File: src/rtl/tensor_b_feeder_pkg.sv
// Shared tensor-unit definitions: lane geometry, tile geometry and the B-row type
// that the B feeder and the thread groups agree on.
package tensor_b_feeder_pkg;

  localparam int XLEN              = 32;
  localparam int THREAD_GROUP_SIZE = 4;
  localparam int NUM_THREAD_GROUPS = 4;
  localparam int TILE_K            = 4;
  localparam int NUM_TILE_BUFS     = 2;

  localparam int ROW_W     = NUM_THREAD_GROUPS * THREAD_GROUP_SIZE * XLEN;
  localparam int ROW_IDX_W = $clog2(TILE_K);
  localparam int SLOT_W    = (NUM_TILE_BUFS > 1) ? $clog2(NUM_TILE_BUFS) : 1;
  localparam int CNT_W     = $clog2(NUM_TILE_BUFS + 1);

  // Group g lane l lands at bits [(g*THREAD_GROUP_SIZE+l)*XLEN +: XLEN]
  typedef logic [NUM_THREAD_GROUPS-1:0][THREAD_GROUP_SIZE-1:0][XLEN-1:0] b_row_t;

  typedef logic [ROW_IDX_W-1:0] row_idx_t;
  typedef logic [SLOT_W-1:0]    slot_t;
  typedef logic [CNT_W-1:0]     cnt_t;

  // Slot pointers wrap from the last buffer back to 0, also for non-power-of-two counts
  function automatic slot_t nextSlot(input slot_t s);
    return (s == slot_t'(NUM_TILE_BUFS - 1)) ? '0 : s + slot_t'(1);
  endfunction

endpackage

File: src/rtl/tensor_b_feeder_if.sv
// B-operand stream bundle: row intake from the operand load path on one side,
// the row broadcast towards the thread groups on the other.
interface tensor_b_feeder_if;
  import tensor_b_feeder_pkg::*;

  logic     in_valid;
  logic     in_ready;
  b_row_t   in_data;
  logic     in_fmt;
  logic     out_valid;
  logic     out_ready;
  b_row_t   out_data;
  row_idx_t out_row;
  logic     out_last;
  logic     out_fmt;
  logic     wb_tile_buf;
  cnt_t     tiles_pending;

  // Feeder side
  modport master (
    input  in_valid, in_data, in_fmt, out_ready,
    output in_ready, out_valid, out_data, out_row, out_last, out_fmt,
           wb_tile_buf, tiles_pending
  );

  // Environment side: load path plus thread-group acceptance
  modport slave (
    output in_valid, in_data, in_fmt, out_ready,
    input  in_ready, out_valid, out_data, out_row, out_last, out_fmt,
           wb_tile_buf, tiles_pending
  );

endinterface

File: src/rtl/tensor_tile_store.sv
// Slot/row addressed B-tile storage: one synchronous write port and one
// combinational read port, plus a format bit per tile slot.
module tensor_tile_store
  import tensor_b_feeder_pkg::*;
(
  input  logic     clk,
  input  logic     i_we,
  input  slot_t    i_wslot,
  input  row_idx_t i_wrow,
  input  b_row_t   i_wdata,
  input  logic     i_wfmt_en,
  input  logic     i_wfmt,
  input  slot_t    i_rslot,
  input  row_idx_t i_rrow,
  output b_row_t   o_rdata,
  output logic     o_rfmt
);

  b_row_t r_mem [NUM_TILE_BUFS][TILE_K];
  logic   r_fmt [NUM_TILE_BUFS];

  // Row write; the tile format is captured alongside row 0 only
  always_ff @(posedge clk) begin
    if (i_we) begin
      r_mem[i_wslot][i_wrow] <= i_wdata;
      if (i_wfmt_en) begin
        r_fmt[i_wslot] <= i_wfmt;
      end
    end
  end

  assign o_rdata = r_mem[i_rslot][i_rrow];
  assign o_rfmt  = r_fmt[i_rslot];

endmodule

File: src/rtl/tensor_b_feeder.sv
// B-operand transmit side: buffers complete B tiles and streams them row by row
// to all thread groups, with a one-cycle strobe per fully delivered tile.
module tensor_b_feeder
  import tensor_b_feeder_pkg::*;
(
  input  logic              clk,
  input  logic              reset,
  input  logic              flush,
  tensor_b_feeder_if.master bus
);

  localparam cnt_t     BUFS_C   = cnt_t'(NUM_TILE_BUFS);
  localparam row_idx_t LAST_ROW = row_idx_t'(TILE_K - 1);

  slot_t    r_wslot;
  slot_t    r_rslot;
  row_idx_t r_wrow;
  row_idx_t r_rrow;
  cnt_t     r_pending;
  logic     r_wb;

  logic     w_in_ready;
  logic     w_out_valid;
  logic     w_in_fire;
  logic     w_out_fire;
  logic     w_commit;
  logic     w_release;
  b_row_t   w_rdata;
  logic     w_rfmt;

  // Ready and valid come only from the registered tile count, so a release in
  // the full state reopens the intake one cycle later
  assign w_in_ready  = (r_pending < BUFS_C);
  assign w_out_valid = (r_pending != '0);
  assign w_in_fire   = bus.in_valid & w_in_ready;
  assign w_out_fire  = w_out_valid & bus.out_ready;
  assign w_commit    = w_in_fire & (r_wrow == LAST_ROW);
  assign w_release   = w_out_fire & (r_rrow == LAST_ROW);

  tensor_tile_store u_store (
    .clk       (clk),
    .i_we      (w_in_fire & ~flush),
    .i_wslot   (r_wslot),
    .i_wrow    (r_wrow),
    .i_wdata   (bus.in_data),
    .i_wfmt_en (r_wrow == '0),
    .i_wfmt    (bus.in_fmt),
    .i_rslot   (r_rslot),
    .i_rrow    (r_rrow),
    .o_rdata   (w_rdata),
    .o_rfmt    (w_rfmt)
  );

  // Pointer, tile count and delivery strobe update; flush wins over both handshakes
  always_ff @(posedge clk or posedge reset) begin
    if (reset) begin
      r_wslot   <= '0;
      r_rslot   <= '0;
      r_wrow    <= '0;
      r_rrow    <= '0;
      r_pending <= '0;
      r_wb      <= 1'b0;
    end else if (flush) begin
      r_wslot   <= '0;
      r_rslot   <= '0;
      r_wrow    <= '0;
      r_rrow    <= '0;
      r_pending <= '0;
      r_wb      <= 1'b0;
    end else begin
      r_wb <= w_release;
      if (w_in_fire) begin
        if (w_commit) begin
          r_wrow  <= '0;
          r_wslot <= nextSlot(r_wslot);
        end else begin
          r_wrow <= r_wrow + row_idx_t'(1);
        end
      end
      if (w_out_fire) begin
        if (w_release) begin
          r_rrow  <= '0;
          r_rslot <= nextSlot(r_rslot);
        end else begin
          r_rrow <= r_rrow + row_idx_t'(1);
        end
      end
      case ({w_commit, w_release})
        2'b10:   r_pending <= r_pending + cnt_t'(1);
        2'b01:   r_pending <= r_pending - cnt_t'(1);
        default: r_pending <= r_pending;
      endcase
    end
  end

  // Data and format are zeroed while nothing is presented so stale storage never leaks out
  assign bus.in_ready      = w_in_ready;
  assign bus.out_valid     = w_out_valid;
  assign bus.out_data      = w_out_valid ? w_rdata : '0;
  assign bus.out_fmt       = w_out_valid & w_rfmt;
  assign bus.out_row       = r_rrow;
  assign bus.out_last      = (r_rrow == LAST_ROW);
  assign bus.wb_tile_buf   = r_wb;
  assign bus.tiles_pending = r_pending;

endmodule

File: src/flat_wrapper.sv
// flat-port wrapper written by rule: the top's interface ports become plain ports
module tensor_b_feeder_flat import tensor_b_feeder_pkg::*;
  (clk, reset, flush, bus_in_valid, bus_in_data, bus_in_fmt, bus_out_ready, bus_in_ready, bus_out_valid, bus_out_data, bus_out_row, bus_out_last, bus_out_fmt, bus_wb_tile_buf, bus_tiles_pending);
  tensor_b_feeder_if bus_i ();
  input  logic clk;
  input  logic reset;
  input  logic flush;
  input wire logic [$bits(bus_i.in_valid)-1:0] bus_in_valid;
  input wire logic [$bits(bus_i.in_data)-1:0] bus_in_data;
  input wire logic [$bits(bus_i.in_fmt)-1:0] bus_in_fmt;
  input wire logic [$bits(bus_i.out_ready)-1:0] bus_out_ready;
  output wire logic [$bits(bus_i.in_ready)-1:0] bus_in_ready;
  output wire logic [$bits(bus_i.out_valid)-1:0] bus_out_valid;
  output wire logic [$bits(bus_i.out_data)-1:0] bus_out_data;
  output wire logic [$bits(bus_i.out_row)-1:0] bus_out_row;
  output wire logic [$bits(bus_i.out_last)-1:0] bus_out_last;
  output wire logic [$bits(bus_i.out_fmt)-1:0] bus_out_fmt;
  output wire logic [$bits(bus_i.wb_tile_buf)-1:0] bus_wb_tile_buf;
  output wire logic [$bits(bus_i.tiles_pending)-1:0] bus_tiles_pending;
  assign bus_i.in_valid = bus_in_valid;
  assign bus_i.in_data = bus_in_data;
  assign bus_i.in_fmt = bus_in_fmt;
  assign bus_i.out_ready = bus_out_ready;
  assign bus_in_ready = bus_i.in_ready;
  assign bus_out_valid = bus_i.out_valid;
  assign bus_out_data = bus_i.out_data;
  assign bus_out_row = bus_i.out_row;
  assign bus_out_last = bus_i.out_last;
  assign bus_out_fmt = bus_i.out_fmt;
  assign bus_wb_tile_buf = bus_i.wb_tile_buf;
  assign bus_tiles_pending = bus_i.tiles_pending;
  tensor_b_feeder u_core (.clk(clk), .reset(reset), .flush(flush), .bus(bus_i));
endmodule
File: config.mk
export PLATFORM = sky130hd
export DESIGN_NAME = tensor_b_feeder_flat
export DESIGN_NICKNAME = d
export VERILOG_FILES = /design/src/rtl/tensor_b_feeder_pkg.sv /design/src/rtl/tensor_b_feeder_if.sv /design/src/rtl/tensor_tile_store.sv /design/src/rtl/tensor_b_feeder.sv /design/src/flat_wrapper.sv
export SDC_FILE = /design/constraint.sdc
export NUM_CORES = 2
export LEC_CHECK = 0
export BUFFER_PORTS_ARGS = -buffer_cell sky130_fd_sc_hd__buf_2
export CAP_MARGIN = 20
export CORE_MARGIN = 4
export CORE_UTILIZATION = 30
export DETAILED_ROUTE_END_ITERATION = 6
export PLACE_DENSITY = 0.56
export SLEW_MARGIN = 20
export SYNTH_ARGS = -nofsm -noshare
export SYNTH_HDL_FRONTEND = slang
export SYNTH_MEMORY_MAX_BITS = 65536
export SYNTH_SLANG_ARGS = --single-unit
File: constraint.sdc
create_clock -name clk -period 91 [get_ports clk]
set_input_delay 4.55 -clock clk [delete_from_list [all_inputs] [get_ports clk]]
set_output_delay 4.55 -clock clk [all_outputs]
set_load 0.01 [all_outputs]
==> metrics.md <==
| Metric | Value |
|---|---|
| Outcome | `completed` |
| Leakage power | `roughly 0.059 µW` |
| Die Y | `735.6 µm` |
| DP HPWL | `about 250000 µm` |
| Worst-path clk slew | `~60 ps` |
| Worst-path cell chain | `buf_4 -> buf_4 -> buf_4 -> buf_4 -> buf_4 -> buf_4 -> buf_4 -> mux2_2 -> o22ai_1 -> nor3_1 -> buf_2` |
| H-tree levels | `5` |
| Setup bufs post-CTS | `0` |
| EDFF count, synth | `roughly 4100` |
| Die ar. | `541100 µm²` |
| DR iter-0 viols | `approximately 6000` |
| Final nets | `9905` |
| Num CTS Buffers | `between 400 and 500` |
| CP Data Arrival Time | `approximately 8900 ps` |
| Critical path launch point | `u_core.r_rslot` |
| Min cycle time layout | `around 13000 ps` |
| DR WL/cell | `between 20 and 30 µm` |
| P per Cell Area | `roughly 21 nW/µm²` |
| FF-to-FF End | `u_core.u_store.r_mem[1][1760]` |
| Largest net degree at the start of global routing | `roughly 190` |
| Register Area | `around 120000 µm²` |
| Post-synth ARST share | `less than 1%` |
| Hold_sp | `u_core.r_wrow[1]` |
| Syn avg cell area | `19.23 µm²` |
| CTS Root Buffer Type | `clkbuf_16` |
| Hold/Removal Path Class | `register to register` |
| Area Growth Syn to Fin | `16.37%` |
| Hold depth | `2` |
| Clock Path Buffers | `4` |
| Drt pass-1 iters | `5` |
| Placeable Area | `between 500000 and 600000 µm²` |
| Global placer's final weighted congestion | `0.7452` |
| Crit path max-delay cell type | `dfrtp_4` |
| RSZ-0062 raised after global routing | `false` |
| R2R depth | `8` |
| Dominant synthesized flop cell | `edfxtp_1` |
| Layout filler cell count | `between 40000 and 50000` |
| WL final | `438300 µm` |
| Post-synthesis cell area | `about 160000 µm²` |
| Peak supply drop | `roughly 0.017 mV` |
| CP Class | `register to output pin` |
| Clock insertion delay at the later pin of the skew report | `between 900 and 1000 ps` |
| Worst R2R Setup Slack | `about 85000 ps` |
| Max Clock Freq | `~0.075 GHz` |
| Hold WS | `roughly 640 ps` |
| Most frequent cells in the layout | `edfxtp_1, mux2_2, buf_2` |
| Clk sink count | `roughly 4100` |
| Hold_buf cts | `0` |
| CTS tree | `done` |
| Slew Viols, Final | `0` |
| Fin area | `about 180000 µm²` |
| Seq cells post-synth | `4107` |
| Max-slew headroom | `about 8.3%` |
| Max-cap violation count | `0` |
| Chip width | `about 740 µm` |
| Worst Path Required | `slightly below 90000 ps` |
| Placed Area | `approximately 170000 µm²` |
| Mapped Cells | `about 8300` |
| Most common cell on crit path | `buf_4` |
| Syn nets | `approximately 8800` |
| Remaining routing DRC violations | `0` |
| Initial antenna violation count | `229` |
| Initial core utilization | `between 30% and 40%` |
| Clk_skew | `around 66 ps` |
| Synth cell types | `30` |
| # rows | `266` |
| Worst slew pin tran | `between 1000 and 1500 ps` |
| Biggest cell delay along the critical path | `930 ps` |
| Seq/Total Area, Yosys | `77.63%` |
| Drt via density | `4.922` |
| Total GRT Usage | `approximately 15%` |
| DR vias | `about 83000` |
| Crit-path max FO | `74` |
| Share of post-route cells with drive strength above 1 | `between 30 and 40%` |
| Setup slack after layout | `slightly below 80000 ps` |
| Routed Antenna Nets | `0` |
| Post-CTS sizing | `0` |
| R2R Path Start | `u_core.bus.tiles_pending[1]` |
| Hold Vio Cnt, Final | `0` |
| Leading cell type in the layout, fill and taps excluded | `edfxtp_1` |
| Area of the multi-input gates | `~32000 µm²` |
| First-pass GRT wire length | `around 620000 µm` |
| Final period utilization | `between 10% and 20%` |
| Remaining Overflow, GRT | `0` |
| Crit path launch type | `register` |
| I/O Buffers | `about 1000` |
| # setup viols final | `0` |
| Ports | `between 1000 and 1500` |
| CP endpoint kind | `output pin` |
| Vias in the first global route | `about 84000` |
| Total negative slack | `0 ps` |
| Dpl ws | `78480 ps` |
| Yosys Warn Count | `0` |
| Hold Crit Endpoint | `u_core.r_wrow[1]` |
[power by group]
| group | internal, µW | total [µW] | switching [µW] |
|---|---|---|---|
| Clock | 941 | 1680 | 734 |
| Sequential | 2110 | 2120 | 5.24 |
| Combinational | 31.9 | 96.2 | 64.3 |
[layout make-up]
class                      count  share of cell area (%)
sequential                  4107                   66.71
inverter                       5                 0.01016
tap                         6968                   4.717
clock buffer                 533                   6.099
antenna                       67                 0.09072
timing repair buffer        1204                   3.607
multi-input combinational   3633                   17.57
clock inverter               251                   1.196
[through the flow]
stage,utilization [%],total power (µW),std cells
6_report,35.12,3887,16770
5_1_grt,35.10,4020,16730
4_1_cts,35.09,3934,16700
3_5_place_dp,32.53,2252,15920
3_3_place_gp,32.53,2246,15920
2_1_floorplan,-,2212,8258
[worst max path at each step]
stage	cells after the start	slack, ps	end
after floorplan	2	47200	u_core.u_store.r_mem[1][0]
after global placement	11	78750	bus_out_data[287]
after detailed placement	11	78480	bus_out_data[277]
after CTS	11	77330	bus_out_data[277]
after global routing	11	76980	bus_out_data[277]
final	11	77590	bus_out_data[277]
[cells by family after synthesis]
family	count (synthesis)	share of synthesized area (%)
flops	4107	77.63
mux	2050	14.53
compound gates	1032	4.061
simple gates	544	1.763
buf+inv	518	1.964
fa+ha+maj	5	0.03939
xor+xnor	2	0.01103
[cell usage after synthesis (all sizes together) (5+ instances only)]
library cell	n	share of area, %
ha	5	0.039
buf	366	1.6
and2	6	0.024
dfrtp	9	0.14
clkbuf	147	0.35
edfxtp	4098	77
inv	5	0.012
nor2	5	0.012
o22ai	1024	4.0
mux2	2048	15
nor3	514	1.7
[state kept, by name (all words and copies together) (netlist names)]
signal / count
u_core.r_rslot: 1
u_core.r_wslot: 1
u_core.bus.wb_tile_buf: 1
u_core.bus.out_row: 2
u_core.u_store.r_fmt: 2
u_core.u_store.r_mem: 4096
u_core.r_wrow: 2
u_core.bus.tiles_pending: 2
[critical path, delay by kind of cell, from the launching register on]
family,cells,cell delay [ps]
and+or+nand+nor,1,520
AOI/OAI and AO/OA,1,70
DFF,1,930
buffers and inverters,8,5550
muxes,1,310
[layer usage]
metal,vias up,track usage (%),wire length (µm)
met5,-,0,828
met4,136,4.944,14090
met3,850,4.568,35300
met2,2588,25.62,211500
met1,42970,19.17,176700
li1,35980,-,-
Power figures use the tool's default switching activity.
